File: src/rtl/ctrl_pkg.sv
// Shared definitions for the pipelined control unit: opcode map, ALU op
// codes, control-bundle field offsets and the sequencing FSM encoding.
package ctrl_pkg;

    // Opcode map
    localparam int OP_NOP  = 0;
    localparam int OP_SETC = 1;
    localparam int OP_CLRC = 2;
    localparam int OP_NOT  = 3;
    localparam int OP_INC  = 4;
    localparam int OP_DEC  = 5;
    localparam int OP_IN   = 6;
    localparam int OP_OUT  = 7;
    localparam int OP_PUSH = 8;
    localparam int OP_POP  = 9;
    localparam int OP_LDD  = 10;
    localparam int OP_POPD = 11;   // pop without register write-back
    localparam int OP_STD  = 12;
    localparam int OP_LDM  = 14;
    localparam int OP_JT1  = 16;
    localparam int OP_JT2  = 17;
    localparam int OP_JT3  = 18;
    localparam int OP_JMP  = 19;
    localparam int OP_CALL = 20;
    localparam int OP_RET  = 21;
    localparam int OP_RETI = 22;
    localparam int OP_MOV  = 24;
    localparam int OP_ADD  = 25;
    localparam int OP_SUB  = 26;
    localparam int OP_AND  = 28;
    localparam int OP_OR   = 29;
    localparam int OP_SHL  = 30;
    localparam int OP_SHR  = 31;

    // ALU operation codes
    localparam int ALU_NOP  = 0;
    localparam int ALU_NOT  = 1;
    localparam int ALU_INC  = 2;
    localparam int ALU_DEC  = 3;
    localparam int ALU_MOV  = 4;
    localparam int ALU_ADD  = 5;
    localparam int ALU_SUB  = 6;
    localparam int ALU_AND  = 7;
    localparam int ALU_OR   = 8;
    localparam int ALU_SHL  = 9;
    localparam int ALU_SHR  = 10;
    localparam int ALU_SETC = 11;
    localparam int ALU_CLRC = 12;
    localparam int ALU_MEM  = 13;
    localparam int ALU_LDM  = 14;

    // Flag-field bit offsets, relative to the top of the alu_op field
    localparam int FB_MEM_READ  = 0;
    localparam int FB_MEM_WRITE = 1;
    localparam int FB_WB        = 2;
    localparam int FB_PUSH      = 3;
    localparam int FB_POP       = 4;
    localparam int FB_IN_PORT   = 5;
    localparam int FB_OUT_PORT  = 6;
    localparam int FB_ONE_OP    = 7;
    localparam int FB_JUMP_TYPE = 8;   // two bits
    localparam int FB_PC_PUSH   = 10;
    localparam int FB_PC_POP    = 11;
    localparam int FB_FLAG_POP  = 12;
    localparam int CTRL_FLAG_W  = 13;

    localparam int ALU_OP_W_DEF = 4;
    localparam int CTRL_W       = ALU_OP_W_DEF + CTRL_FLAG_W;

    typedef enum logic [2:0] {
        ST_IDLE  = 3'd0,
        ST_IMM   = 3'd1,
        ST_DJ    = 3'd2,
        ST_CALL1 = 3'd3,
        ST_CALL2 = 3'd4,
        ST_RET1  = 3'd5,
        ST_RET2  = 3'd6,
        ST_RETI0 = 3'd7
    } state_t;

    // CALL/RET sequences must finish even when a flush arrives mid-way
    function automatic logic seq_locked(state_t s);
        return (s == ST_CALL1) || (s == ST_CALL2) || (s == ST_RET1) ||
               (s == ST_RET2)  || (s == ST_RETI0);
    endfunction

endpackage

File: src/rtl/ctrl_decoder.sv
// Combinational opcode -> control bundle mapping.
module ctrl_decoder
    import ctrl_pkg::*;
#(
    parameter int OPCODE_W = 5,
    parameter int ALU_OP_W = 4
) (
    input  logic [OPCODE_W-1:0]             i_opcode,
    output logic [ALU_OP_W+CTRL_FLAG_W-1:0] o_bundle,
    output logic                            o_is_imm
);

    logic [ALU_OP_W-1:0] w_alu;
    logic                w_mem_read, w_mem_write, w_wb, w_push, w_pop;
    logic                w_in_port, w_out_port, w_one_op;
    logic [1:0]          w_jump_type;

    // Field decode; anything not listed stays an all-zero NOP
    always_comb begin
        w_alu       = ALU_OP_W'(ALU_NOP);
        w_mem_read  = 1'b0;
        w_mem_write = 1'b0;
        w_push      = 1'b0;
        w_pop       = 1'b0;
        w_in_port   = 1'b0;
        w_out_port  = 1'b0;
        w_one_op    = 1'b0;
        w_jump_type = 2'd0;
        o_is_imm    = 1'b0;
        case (int'(i_opcode))
            OP_SETC: w_alu = ALU_OP_W'(ALU_SETC);
            OP_CLRC: w_alu = ALU_OP_W'(ALU_CLRC);
            OP_NOT:  begin w_alu = ALU_OP_W'(ALU_NOT); w_one_op = 1'b1; end
            OP_INC:  begin w_alu = ALU_OP_W'(ALU_INC); w_one_op = 1'b1; end
            OP_DEC:  begin w_alu = ALU_OP_W'(ALU_DEC); w_one_op = 1'b1; end
            OP_IN:   w_in_port = 1'b1;
            OP_OUT:  w_out_port = 1'b1;
            OP_PUSH: begin w_push = 1'b1; w_alu = ALU_OP_W'(ALU_MEM); end
            OP_POP:  begin w_pop = 1'b1; w_mem_read = 1'b1; w_alu = ALU_OP_W'(ALU_MEM); end
            OP_LDD:  begin w_mem_read = 1'b1; w_alu = ALU_OP_W'(ALU_MEM); end
            OP_POPD: begin w_pop = 1'b1; w_alu = ALU_OP_W'(ALU_MEM); end
            OP_STD:  begin w_mem_write = 1'b1; w_alu = ALU_OP_W'(ALU_MEM); end
            OP_LDM:  begin w_alu = ALU_OP_W'(ALU_LDM); o_is_imm = 1'b1; end
            OP_MOV:  w_alu = ALU_OP_W'(ALU_MOV);
            OP_ADD:  w_alu = ALU_OP_W'(ALU_ADD);
            OP_SUB:  w_alu = ALU_OP_W'(ALU_SUB);
            OP_AND:  w_alu = ALU_OP_W'(ALU_AND);
            OP_OR:   w_alu = ALU_OP_W'(ALU_OR);
            OP_SHL:  begin w_alu = ALU_OP_W'(ALU_SHL); o_is_imm = 1'b1; end
            OP_SHR:  begin w_alu = ALU_OP_W'(ALU_SHR); o_is_imm = 1'b1; end
            OP_JT1:  w_jump_type = 2'd1;
            OP_JT2:  w_jump_type = 2'd2;
            OP_JT3:  w_jump_type = 2'd3;
            default: ;
        endcase
    end

    assign w_wb = ((w_alu != '0) || w_mem_read) && !w_mem_write && !w_push &&
                  (w_alu != ALU_OP_W'(ALU_SETC)) && (w_alu != ALU_OP_W'(ALU_CLRC)) &&
                  (int'(i_opcode) != OP_POPD);

    assign o_bundle = {1'b0, 1'b0, 1'b0, w_jump_type, w_one_op, w_out_port, w_in_port,
                       w_pop, w_push, w_wb, w_mem_write, w_mem_read, w_alu};

endmodule

File: src/rtl/control_pipe_unit.sv
// Pipelined control unit: decode, CALL/RET/immediate sequencing FSM and the
// control-bundle register chain with stall bubbles and partial flush.
//
//  state  | meaning
//  IDLE   | decoding normal instruction words
//  IMM    | word in decode is immediate data, issue NOP
//  DJ     | bubble after an unconditional jump
//  CALL1  | first push of return PC, fetch held
//  CALL2  | second push of return PC, direct jump
//  RETI0  | pop flags, fetch held
//  RET1   | first pop of return PC, fetch held
//  RET2   | second pop of return PC, direct jump
module control_pipe_unit
    import ctrl_pkg::*;
#(
    parameter int OPCODE_W    = 5,
    parameter int STAGES      = 4,
    parameter int FLUSH_DEPTH = 2,
    parameter int ALU_OP_W    = ALU_OP_W_DEF
) (
    input  logic                                  clk,
    input  logic                                  rst,
    input  logic [OPCODE_W-1:0]                   opcode,
    input  logic                                  stall,
    input  logic                                  jump_occured,
    output logic [STAGES*(ALU_OP_W+CTRL_FLAG_W)-1:0] ctrl_pipe,
    output logic                                  fetch_hold,
    output logic                                  imm_next,
    output logic                                  direct_jump
);

    localparam int BUNDLE_W = ALU_OP_W + CTRL_FLAG_W;
    localparam logic [BUNDLE_W-1:0] B_ONE = BUNDLE_W'(1);
    localparam logic [BUNDLE_W-1:0] BND_PUSH_PC =
        BUNDLE_W'(ALU_MEM) | (B_ONE << (ALU_OP_W + FB_PUSH)) | (B_ONE << (ALU_OP_W + FB_PC_PUSH));
    localparam logic [BUNDLE_W-1:0] BND_POP_PC =
        (B_ONE << (ALU_OP_W + FB_POP)) | (B_ONE << (ALU_OP_W + FB_PC_POP)) |
        (B_ONE << (ALU_OP_W + FB_MEM_READ));
    localparam logic [BUNDLE_W-1:0] BND_FLAG_POP =
        (B_ONE << (ALU_OP_W + FB_POP)) | (B_ONE << (ALU_OP_W + FB_FLAG_POP)) |
        (B_ONE << (ALU_OP_W + FB_MEM_READ));

    state_t              r_state;
    state_t              w_state_nxt;
    logic [BUNDLE_W-1:0] r_bundle [STAGES];
    logic [BUNDLE_W-1:0] w_dec;
    logic [BUNDLE_W-1:0] w_issue;
    logic                w_dec_imm;

    ctrl_decoder #(
        .OPCODE_W (OPCODE_W),
        .ALU_OP_W (ALU_OP_W)
    ) u_decoder (
        .i_opcode (opcode),
        .o_bundle (w_dec),
        .o_is_imm (w_dec_imm)
    );

    // Next state and the bundle to load into stage 0 (bundle shown during state S is S's work)
    always_comb begin
        w_state_nxt = r_state;
        w_issue     = '0;
        case (r_state)
            ST_IDLE: begin
                w_issue = w_dec;
                case (int'(opcode))
                    OP_JMP:  w_state_nxt = ST_DJ;
                    OP_CALL: begin w_state_nxt = ST_CALL1; w_issue = BND_PUSH_PC;  end
                    OP_RET:  begin w_state_nxt = ST_RET1;  w_issue = BND_POP_PC;   end
                    OP_RETI: begin w_state_nxt = ST_RETI0; w_issue = BND_FLAG_POP; end
                    default: if (w_dec_imm) w_state_nxt = ST_IMM;
                endcase
            end
            ST_CALL1: begin w_state_nxt = ST_CALL2; w_issue = BND_PUSH_PC; end
            ST_RETI0: begin w_state_nxt = ST_RET1;  w_issue = BND_POP_PC;  end
            ST_RET1:  begin w_state_nxt = ST_RET2;  w_issue = BND_POP_PC;  end
            default:  w_state_nxt = ST_IDLE;
        endcase
        if (jump_occured && !seq_locked(r_state)) begin
            w_state_nxt = ST_IDLE;
        end
    end

    // State register and bundle chain; stall holds stage 0 and bubbles stage 1
    always_ff @(posedge clk) begin
        if (rst) begin
            r_state <= ST_IDLE;
            for (int k = 0; k < STAGES; k++) begin
                r_bundle[k] <= '0;
            end
        end else begin
            if (!stall) begin
                r_state <= w_state_nxt;
            end
            if (jump_occured) begin
                r_bundle[0] <= '0;
            end else if (!stall) begin
                r_bundle[0] <= w_issue;
            end
            for (int k = 1; k < STAGES; k++) begin
                if ((jump_occured && (k < FLUSH_DEPTH)) || (stall && (k == 1))) begin
                    r_bundle[k] <= '0;
                end else begin
                    r_bundle[k] <= r_bundle[k-1];
                end
            end
        end
    end

    for (genvar g = 0; g < STAGES; g++) begin : g_pack
        assign ctrl_pipe[g*BUNDLE_W +: BUNDLE_W] = r_bundle[g];
    end

    assign fetch_hold  = (r_state == ST_CALL1) || (r_state == ST_RET1) ||
                         (r_state == ST_RETI0) || (r_state == ST_RET2);
    assign imm_next    = (r_state == ST_IMM);
    assign direct_jump = !rst && !stall &&
                         (((r_state == ST_IDLE) && (int'(opcode) == OP_JMP)) ||
                          (r_state == ST_CALL2) || (r_state == ST_RET2));

endmodule

File: config.mk
export PLATFORM = sky130hd
export DESIGN_NAME = control_pipe_unit
export DESIGN_NICKNAME = d
export VERILOG_FILES = /design/src/rtl/ctrl_pkg.sv /design/src/rtl/ctrl_decoder.sv /design/src/rtl/control_pipe_unit.sv
export SDC_FILE = /design/constraint.sdc
export NUM_CORES = 1
export LEC_CHECK = 0
export ABC_AREA = 0
export ABC_CLOCK_PERIOD_IN_PS = 1700
export CORE_MARGIN = 2
export CORE_UTILIZATION = 46
export DETAILED_ROUTE_END_ITERATION = 8
export PLACE_DENSITY = 0.79
export REMOVE_ABC_BUFFERS = 1
export SLEW_MARGIN = 0
export SYNTH_ARGS = -nofsm -noshare
export SYNTH_HDL_FRONTEND = slang
export SYNTH_SLANG_ARGS = --single-unit
File: constraint.sdc
create_clock -name clk -period 1.7 [get_ports clk]
set_input_delay 0.255 -clock clk [delete_from_list [all_inputs] [get_ports clk]]
set_output_delay 0.255 -clock clk [all_outputs]
set_load 0.01 [all_outputs]
# [Word-level counts from Yosys, hierarchy flattened]
# Memories as Yosys holds them, arrays and structs flattened.
# Cells that the tools add are included.
[op_classes] order_cmp=0 n_addsub=0 eq_ne=38 n_div=0 muxes=38 n_mul=0 n_reduce_logical=34 shift=0 bitwise=7
[op_table] cell="2-to-1 mux 17 bit" count=6
[op_table] cell="one-hot mux 17 bit (3 select lines)" count=2
[op_table] cell="equality test 5 bit (second input constant)" count=15
[op_table] cell="one-hot mux 4 bit (14 select lines)" count=1
[op_table] cell="equality test 5 x 4 -> 1 bit (second input constant)" count=6
[op_table] cell="2-to-1 mux 1 bit" count=24
[op_table] cell="one-hot mux 3 bit (4 select lines)" count=2
[op_table] cell="equality test 5 x 3 -> 1 bit (second input constant)" count=4
[op_table] cell="equality test 3 bit (second input constant)" count=4
[op_table] cell="logical OR 1 bit" count=11
[op_table] cell="equality test 5 x 2 -> 1 bit (second input constant)" count=2
[op_table] cell="logical AND 1 bit" count=9
[op_table] cell="!= test 4 bit (second input constant)" count=2
[op_table] cell="!= test 7 x 2 -> 1 bit (second input constant)" count=1
[op_table] cell="2-to-1 mux 3 bit" count=2
[op_table] cell="bitwise OR 1 bit" count=6
[op_table] cell="one-hot mux 2 bit (3 select lines)" count=1
[op_table] cell="OR reduction 2 bit" count=3
[op_table] cell="OR reduction 3 bit" count=2
[op_table] cell="equality test 5 x 1 -> 1 bit (second input constant)" count=1
[op_table] cell="logical NOT 1 bit" count=5
[op_table] cell="!= test 5 bit (second input constant)" count=1
[op_table] cell="OR reduction 5 bit" count=1
[op_table] cell="nonzero test 4 bit" count=1
[op_table] cell="5 further kinds" count=5
[word_totals] ramBits=68 mem_bits_ro=0 latchBits=0 reg_bits=3 out_inout_bits=71 n_memories=1
[mem_list] memory="r_bundle" depth=4 word_bits=17 rd=4 rd_ports_with_merged_regs=0 wr=4 line_no="control_pipe_unit.sv:45" source="logic [BUNDLE_W-1:0] r_bundle [STAGES];"

# [Longest topological paths before layout]
# Gate-level depths: netlist of the first run.
[logic_depth] ltp_word=13 depth_mapped=6 depth_no_buf=5

# [Cells and area by module]
# From an unflattened synthesis of the first run, not the netlist that was laid out.
[hier_totals] cells_unflattened=276 area_unflattened_um2=2847.7
[by_module_without_submodules] mod="control_pipe_unit" instances=1 cells_per_inst=209 seq_area_each_um2=1591.5 area_per_inst_um2=2424.8
[by_module_without_submodules] mod="ctrl_decoder" instances=1 cells_per_inst=67 seq_area_each_um2=0.0 area_per_inst_um2=422.9

# [Least setup slack after synthesis of the first run]
# Ideal clock, no wire load.
[synth_timing] path_kind="register to register" start="register r_state[2]" end="register r_state[0]" period_less_slack_ns=1.431 n_path_buf=0 path_stages_with_launch=5 path_slack_ns=0.269 arrival_time_ns=1.310 cell_sequence="dfxtp_1 > nor4_1 > o21ai_1 > o21bai_2 > mux2_2"
[synth_via] elab_chain_len=9
[synth_lines] item="from (decl)" line_no="control_pipe_unit.sv:43" source="state_t r_state;"
[synth_lines] item="from (signal assigned)" line_no="control_pipe_unit.sv:93" source="r_state <= w_state_nxt;"
[synth_lines] item="equality test 3 x 2 -> 1 bit or equality test 3 bit (tied branches)" line_no="ctrl_pkg.sv:83, control_pipe_unit.sv:63"
[synth_lines] item="logical OR 1 bit (3 in a row)" line_no="ctrl_pkg.sv:83" source="return (s == ST_CALL1) || (s == ST_CALL2) || (s == ST_RET1) ||"
[synth_lines] item="logical OR 1 bit" line_no="ctrl_pkg.sv:84" source="(s == ST_RET2) || (s == ST_RETI0);"
[synth_lines] item="logical NOT 1 bit" line_no="control_pipe_unit.sv:79" source="if (jump_occured && !seq_locked(r_state)) begin"
[synth_lines] item="logical AND 1 bit" line_no="control_pipe_unit.sv:79"
[synth_lines] item="!= test 7 x 2 -> 1 bit (no line)"
[synth_lines] item="AND reduction 2 bit (no line)"
# Several ways; a longest one is shown, not always the timed one.
# A chain may end at the register's enable or synchronous reset.

# [Worst setup path in the final report of the first run]
[layout_timing] start="register r_state[2]" end="output port imm_next"
[layout_via] elab_chain_len=1
[layout_lines] item="equality test 3 x 1 -> 1 bit" line_no="control_pipe_unit.sv:116" source="assign imm_next = (r_state == ST_IMM);"
[layout_lines] item="to (decl)" line_no="control_pipe_unit.sv:28" source="output logic imm_next,"
# Every way passes these cells.

==> results of run 1 <==
[per-stage QoR]
stage	hold WS (ns)	total power [mW]	std cells
5_1_grt	0.477	3.75	446
6_report	0.461	3.60	446
3_3_place_gp	0.442	2.13	425
4_1_cts	0.461	3.63	441
2_1_floorplan	0.327	1.92	235
3_5_place_dp	0.448	2.13	425
[registers in the layout, indices dropped and copies added (netlist names)]
| register | count |
|---|---|
| r_bundle | 68 |
| r_state | 3 |
[worst reg2reg max path, delay by kind of cell, from the launching register on]
family,cells,cell delay (ns)
simple gates,3,0.83
flops,1,0.38
buf+inv,1,0.16
[layout make-up]
| class | instances | area, um^2 | share of cell area |
|---|---|---|---|
| Clock buffer | 13 | 190 | 0.0467 |
| Clock inverter | 3 | 45.0 | 0.0111 |
| Inverter | 3 | 11.3 | 0.00277 |
| Multi-Input combinational cell | 161 | 988 | 0.243 |
| Sequential cell | 71 | 1600 | 0.393 |
| Tap cell | 72 | 90.1 | 0.0221 |
| Timing Repair Buffer | 123 | 1150 | 0.282 |
[synth_stat cells (2+ instances only)]
cell type / count / area (um^2)
a211oi_1: 3 / 22.5
a21oi_1: 15 / 75.1
a22oi_1: 2 / 15.0
and2_1: 17 / 106
buf_2: 7 / 35.0
clkbuf_1: 9 / 33.8
dfxtp_1: 54 / 1080
edfxtp_1: 17 / 510
inv_1: 3 / 11.3
mux2_2: 3 / 33.8
nand2_1: 19 / 71.3
nand3_1: 2 / 10.0
nand3b_1: 3 / 22.5
nor2_1: 11 / 41.3
nor2b_1: 41 / 257
nor3_1: 3 / 15.0
nor3b_1: 2 / 15.0
nor4_1: 6 / 37.5
o21ai_0: 13 / 65.1
o22ai_1: 2 / 12.5
[worst paths after layout]
kind | slack (ns) | from | depth (start not counted) | endpoint
max | 0.09 | r_state[2]$_SDFFE_PP0P_ | 3 | imm_next
min | 0.46 | r_bundle[2][11]$_DFF_P_ | 1 | r_bundle[3][11]$_SDFF_PP0_
max reg2reg | 0.15 | r_state[0]$_SDFFE_PP0P_ | 4 | r_bundle[0][9]$_SDFFCE_PN0P_
min reg2reg | 0.46 | r_bundle[2][11]$_DFF_P_ | 1 | r_bundle[3][11]$_SDFF_PP0_
[per-layer routing]
layer	routed length, um	vias to the layer above	global-route usage
met5	0	-	0
met4	176	0	0.125
met3	356	17	0.0373
met2	2920	85	0.325
met1	2350	995	0.218
li1	-	1096	-
[kinds of logic (layout without fill, tap and decap cells)]
logic type	Yosys count	after routing	synth area share
AO/OA/AOI/OAI	43	43	0.0978
adder cells (fa/ha/maj)	1	1	0.00378
flip-flops	71	71	0.601
AND/OR/NAND/NOR	113	113	0.248
buffers and inverters	20	142	0.0331
XOR/XNOR	1	1	0.00331
multiplexers	3	3	0.0128
[power breakdown]
group	switching [mW]	total (mW)	internal, mW
logic	0.168	0.344	0.177
registers	0.0162	1.77	1.75
clock network	0.594	1.48	0.890
total	0.778	3.60	2.82
[timing repair]
item / 4_1_cts / 5_1_grt
setup buffers: 0 / 4
pin swaps: 1 / 3
cloned: 0 / 1
endpoints found under the setup margin: 6 / 7
resized for setup: 11 / 11
==> out/qor.yml, run 1 <==
crit_type: "flip-flop to output port"
cts_hold_buf: 0
skew_ns: 0.00455
cts_inserted_buffers: 9
timing.final.crit_share: 0.949
slew_viol_final: 0
cts-root-buf: "clkbuf_8"
cp_max_fo: 7
n_fill_cell: 404
rows: 27
final_area_um2: 4070
hold_violations: 0
port_buffers: 79
dp_hpwl_um: 3980
synth_seq_cells: 71
clock_sinks: 71
dieHeight_um: 79.9
rsz0062_at_grt: "false"
drt_iter0_drc: 60
ant_nets: 0
place_ws_ns: -0.378
cp_slowest_stage_delay_ns: 0.37
vias: 2193
n_antenna_cell: 0
cp.required_ns: 1.44
coreArea_um2: 5540
dieWidth_um: 79.9
setup_ws_ns: 0.0868
cp_slowest_cell: "dfxtp_4"
postSynthAreaPerCell_um2: 10.5
worstPathCellList: "buf_4 -> nor3b_1 -> dlygate4sd2_1"
grt_pass1_wl_um: 9170
drt_pass1_iterations: 4
placed_cell_area_um2: 3760
synthArstFlopShare: 0
tightest_slew_ns: 0.349
grt_pass1_vias: 1984
drive_gt1_frac: 0.201
max_cap_viol_count: 0
setup_viol_count_final: 0
max_freq_mhz: 620
clk_pin_slew_ns: 0.07
yosys_warnings: 0
grt_max_degree: 36
antenna_found_initial: 0
crit_path_end_kind: "output port"
worst_ir_drop_vdd_v: 0.000485
arrival_ns: 1.36
hp-class: "flip-flop to flip-flop"
insertion_delay_ns: 0.33
cts_max_level: 3
netlist_area_um2: 2650
syn_to_final_growth_pct: 53.7
grt-ovfl-total: 0
routed_wl_um: 5800
most-common-layout-cells: "clkdlybuf4s50_1, dfxtp_1, nor2b_1"
cp_top_family: "buffers and inverters"
finalSetupTns_ns: 0
final_core_util: 0.735
synth_edf_count: 17
synth_cell_types: 40
pin_count: 80
synth-main-ff-cell: "dfxtp_1"
outcome: "completed"
fin_crit_ns: 1.61
routabilityCongestion: 0.839
avgRoutedWirePerCell_um: 13.0
layout_commonest_cell: "clkdlybuf4s50_1"
track_usage: 0.191
netlist_instances: 252
slew_headroom: 0.767
start_kind: "flip-flop"
powerDensity_nw_per_um2: 884
fp.dieArea_um2: 6380
drc: 0
avgViaCountPerCell: 4.92
cts_tree: "built"
leakagePower_nw: 1.65
crit_buf_inv: 2
nets: 378
yosysSeqAreaShare: 0.601
cts_buffer_depth: 2
initial_core_util: 0.478
No activity file was read; power rests on OpenSTA's default activity.
==> inputs of run 2 (changes only) <==
Settings changed: CORE_MARGIN 2 to 10, HOLD_SLACK_MARGIN set to 0.03, PLACE_DENSITY 0.79 to 0.85.
==> out/qor.yml, run 2 (synthesized netlist as in run 1, its figures left out) <==
outcome: "completed"
rsz0062_at_grt: "true"
track_usage: 0.145  # -0.0460
drt_pass1_iterations: 4  # unchanged
grt_max_degree: 34  # -5.6%
r2r_setup_slack_ns: 0.04  # -0.11 ns
dieWidth_um: 95.9  # +20%
most-common-layout-cells: "clkdlybuf4s50_1, dfxtp_1, nor2b_1"
clock_sinks: 71  # unchanged
slew_headroom: 0.778  # +0.0108
leakagePower_nw: 1.62  # -1.7%
cts_buffer_depth: 2  # unchanged
avgRoutedWirePerCell_um: 15.3  # +18%
max_cap_viol_count: 0  # unchanged
crit_type: "flip-flop to flip-flop"
slew_viol_final: 0  # unchanged
final_area_um2: 4020  # -1.2%
dp_hpwl_um: 4950  # +25%
ff2ff_path_depth: 5  # +1
cts_tree: "built"
worstHoldStart: "r_bundle[1][7]$_DFF_P_"
clk_pin_slew_ns: 0.07  # about the same
cp_max_fo: 9  # +2
hold_violations: 0  # unchanged
vias: 2178  # -0.68%
arrival_ns: 1.84  # +0.48 ns
layout_commonest_cell: "clkdlybuf4s50_1"
place_ws_ns: -0.463  # -0.0848 ns
grt-ovfl-total: 0  # unchanged
placed_cell_area_um2: 3760  # unchanged
n_fill_cell: 371  # -8.2%
max_freq_mhz: 601  # -3.1%
routed_wl_um: 6780  # +17%
grt_pass1_vias: 2146  # +8.2%
insertion_delay_ns: 0.33  # about the same
hold_depth: 1  # unchanged
routabilityCongestion: 0.867  # +3.4%
tightest_slew_ns: 0.333  # -0.0163 ns
grt_pass1_wl_um: 10400  # +13%
drive_gt1_frac: 0.195  # -0.00594
nets: 374  # -1.1%
r2r_end: "r_bundle[0][2]$_SDFFCE_PN0P_"
setup_viol_count_final: 0  # unchanged
cp.required_ns: 1.87  # +0.43 ns
syn_to_final_growth_pct: 51.8
fin_crit_ns: 1.66  # +0.0511 ns
skew_ns: 0.0129  # +0.00833 ns
ant_nets: 0  # unchanged
top_regs: "r_bundle x68, r_state x3"
whs_endpoint: "r_bundle[2][7]$_DFF_P_"
antenna_found_initial: 0  # unchanged
fp.dieArea_um2: 9190  # +44%
crit_path_end_kind: "flip-flop"
hp-class: "flip-flop to flip-flop"
powerDensity_nw_per_um2: 854  # -3.4%
whs_ns: 0.464  # +0.00337 ns
port_buffers: 79  # unchanged
initial_core_util: 0.478  # unchanged
start_kind: "flip-flop"
largest-register: "r_bundle"
avgViaCountPerCell: 4.93  # +0.21%
drt_iter0_drc: 108  # +80%
cts_max_level: 3  # unchanged
timing.final.crit_share: 0.979  # +0.0300
worst_ir_drop_vdd_v: 0.000599  # +24%
largest_reg_flops: 68  # unchanged
final_core_util: 0.726  # -0.00903
n_antenna_cell: 0  # unchanged
drc: 0  # unchanged
pin_count: 80  # unchanged
multi_input_area_um2: 1010  # +2.5%
dieHeight_um: 95.9  # +20%
seqCellArea_um2: 1600  # -0.16%
cts-root-buf: "clkbuf_8"
cts_inserted_buffers: 9  # unchanged
r2r-start: "r_state[1]$_SDFFE_PP0P_"
coreArea_um2: 5540  # unchanged
setup_ws_ns: 0.0358  # -0.0511 ns
rows: 27  # unchanged
-- run 2: cell count changes in the layout (fill, tap and decap cells not counted), sizes merged --
cell and change:
buf -4, inv +2, dlymetal6s2s +1, clkdlybuf4s50 -1, clkbuf -2
-- run 2: repair_timing --
item / 4_1_cts / 5_1_grt
gates resized for setup: 12 / 13
setup buffers: 0 / 1
hold buffers: 0 / 0
pin swaps: 1 / 4
endpoints found under the setup margin: 7 / 10
-- run 2: worst max-delay path by stage --
stage	to	cells past startpoint	from
2_1_floorplan	r_state[0]$_SDFFE_PP0P_	4	r_state[2]$_SDFFE_PP0P_
3_3_place_gp	direct_jump	6	opcode[3]
3_5_place_dp	direct_jump	6	opcode[3]
4_1_cts	direct_jump	6	opcode[3]
5_1_grt	direct_jump	4	r_state[1]$_SDFFE_PP0P_
6_report	r_bundle[0][2]$_SDFFCE_PN0P_	5	r_state[1]$_SDFFE_PP0P_
-- run 2: metrics by stage --
step	setup TNS [ns]	std cells	total power, mW
CTS	-0.0214	441	3.45
global route	-0.0123	442	3.56
detailed placement	-5.24	425	2.14
global placement	-3.83	425	2.13
finish	0	442	3.43
floorplan	0	235	1.92
-- run 2: final cells by class --
cell class / count / share of cell area
Sequential cell: 71 / 0.397
Clock inverter: 5 / 0.0134
Tap cell: 72 / 0.0224
Multi-Input combinational cell: 161 / 0.252
Timing Repair Buffer: 119 / 0.277
Inverter: 3 / 0.00280
Clock buffer: 11 / 0.0352
-- run 2: critical path, cell delays in order (launching register included) --
cell and delay, ns:
dfxtp_2 0.36, buf_4 0.17, nor4_2 0.34, nand2_1 0.17
a211oi_4 0.32, o21bai_1 0.16
-- run 2: where the power goes --
part           total [mW]  internal [mW]  switching [mW]
Sequential           1.77           1.75          0.0184
Combinational       0.336          0.169           0.167
Clock                1.32          0.719           0.605
-- run 2: routing by layer --
metal | GRT usage | vias to the layer above | share of wire | routed length [um]
met2 | 0.250 | 69 | 0.49 | 3290
met3 | 0.0428 | 6 | 0.070 | 474
met4 | 0.0651 | 0 | 0.011 | 72
met1 | 0.163 | 1023 | 0.43 | 2940
met5 | 0 | - | 0 | 0
li1 | - | 1080 | - | -
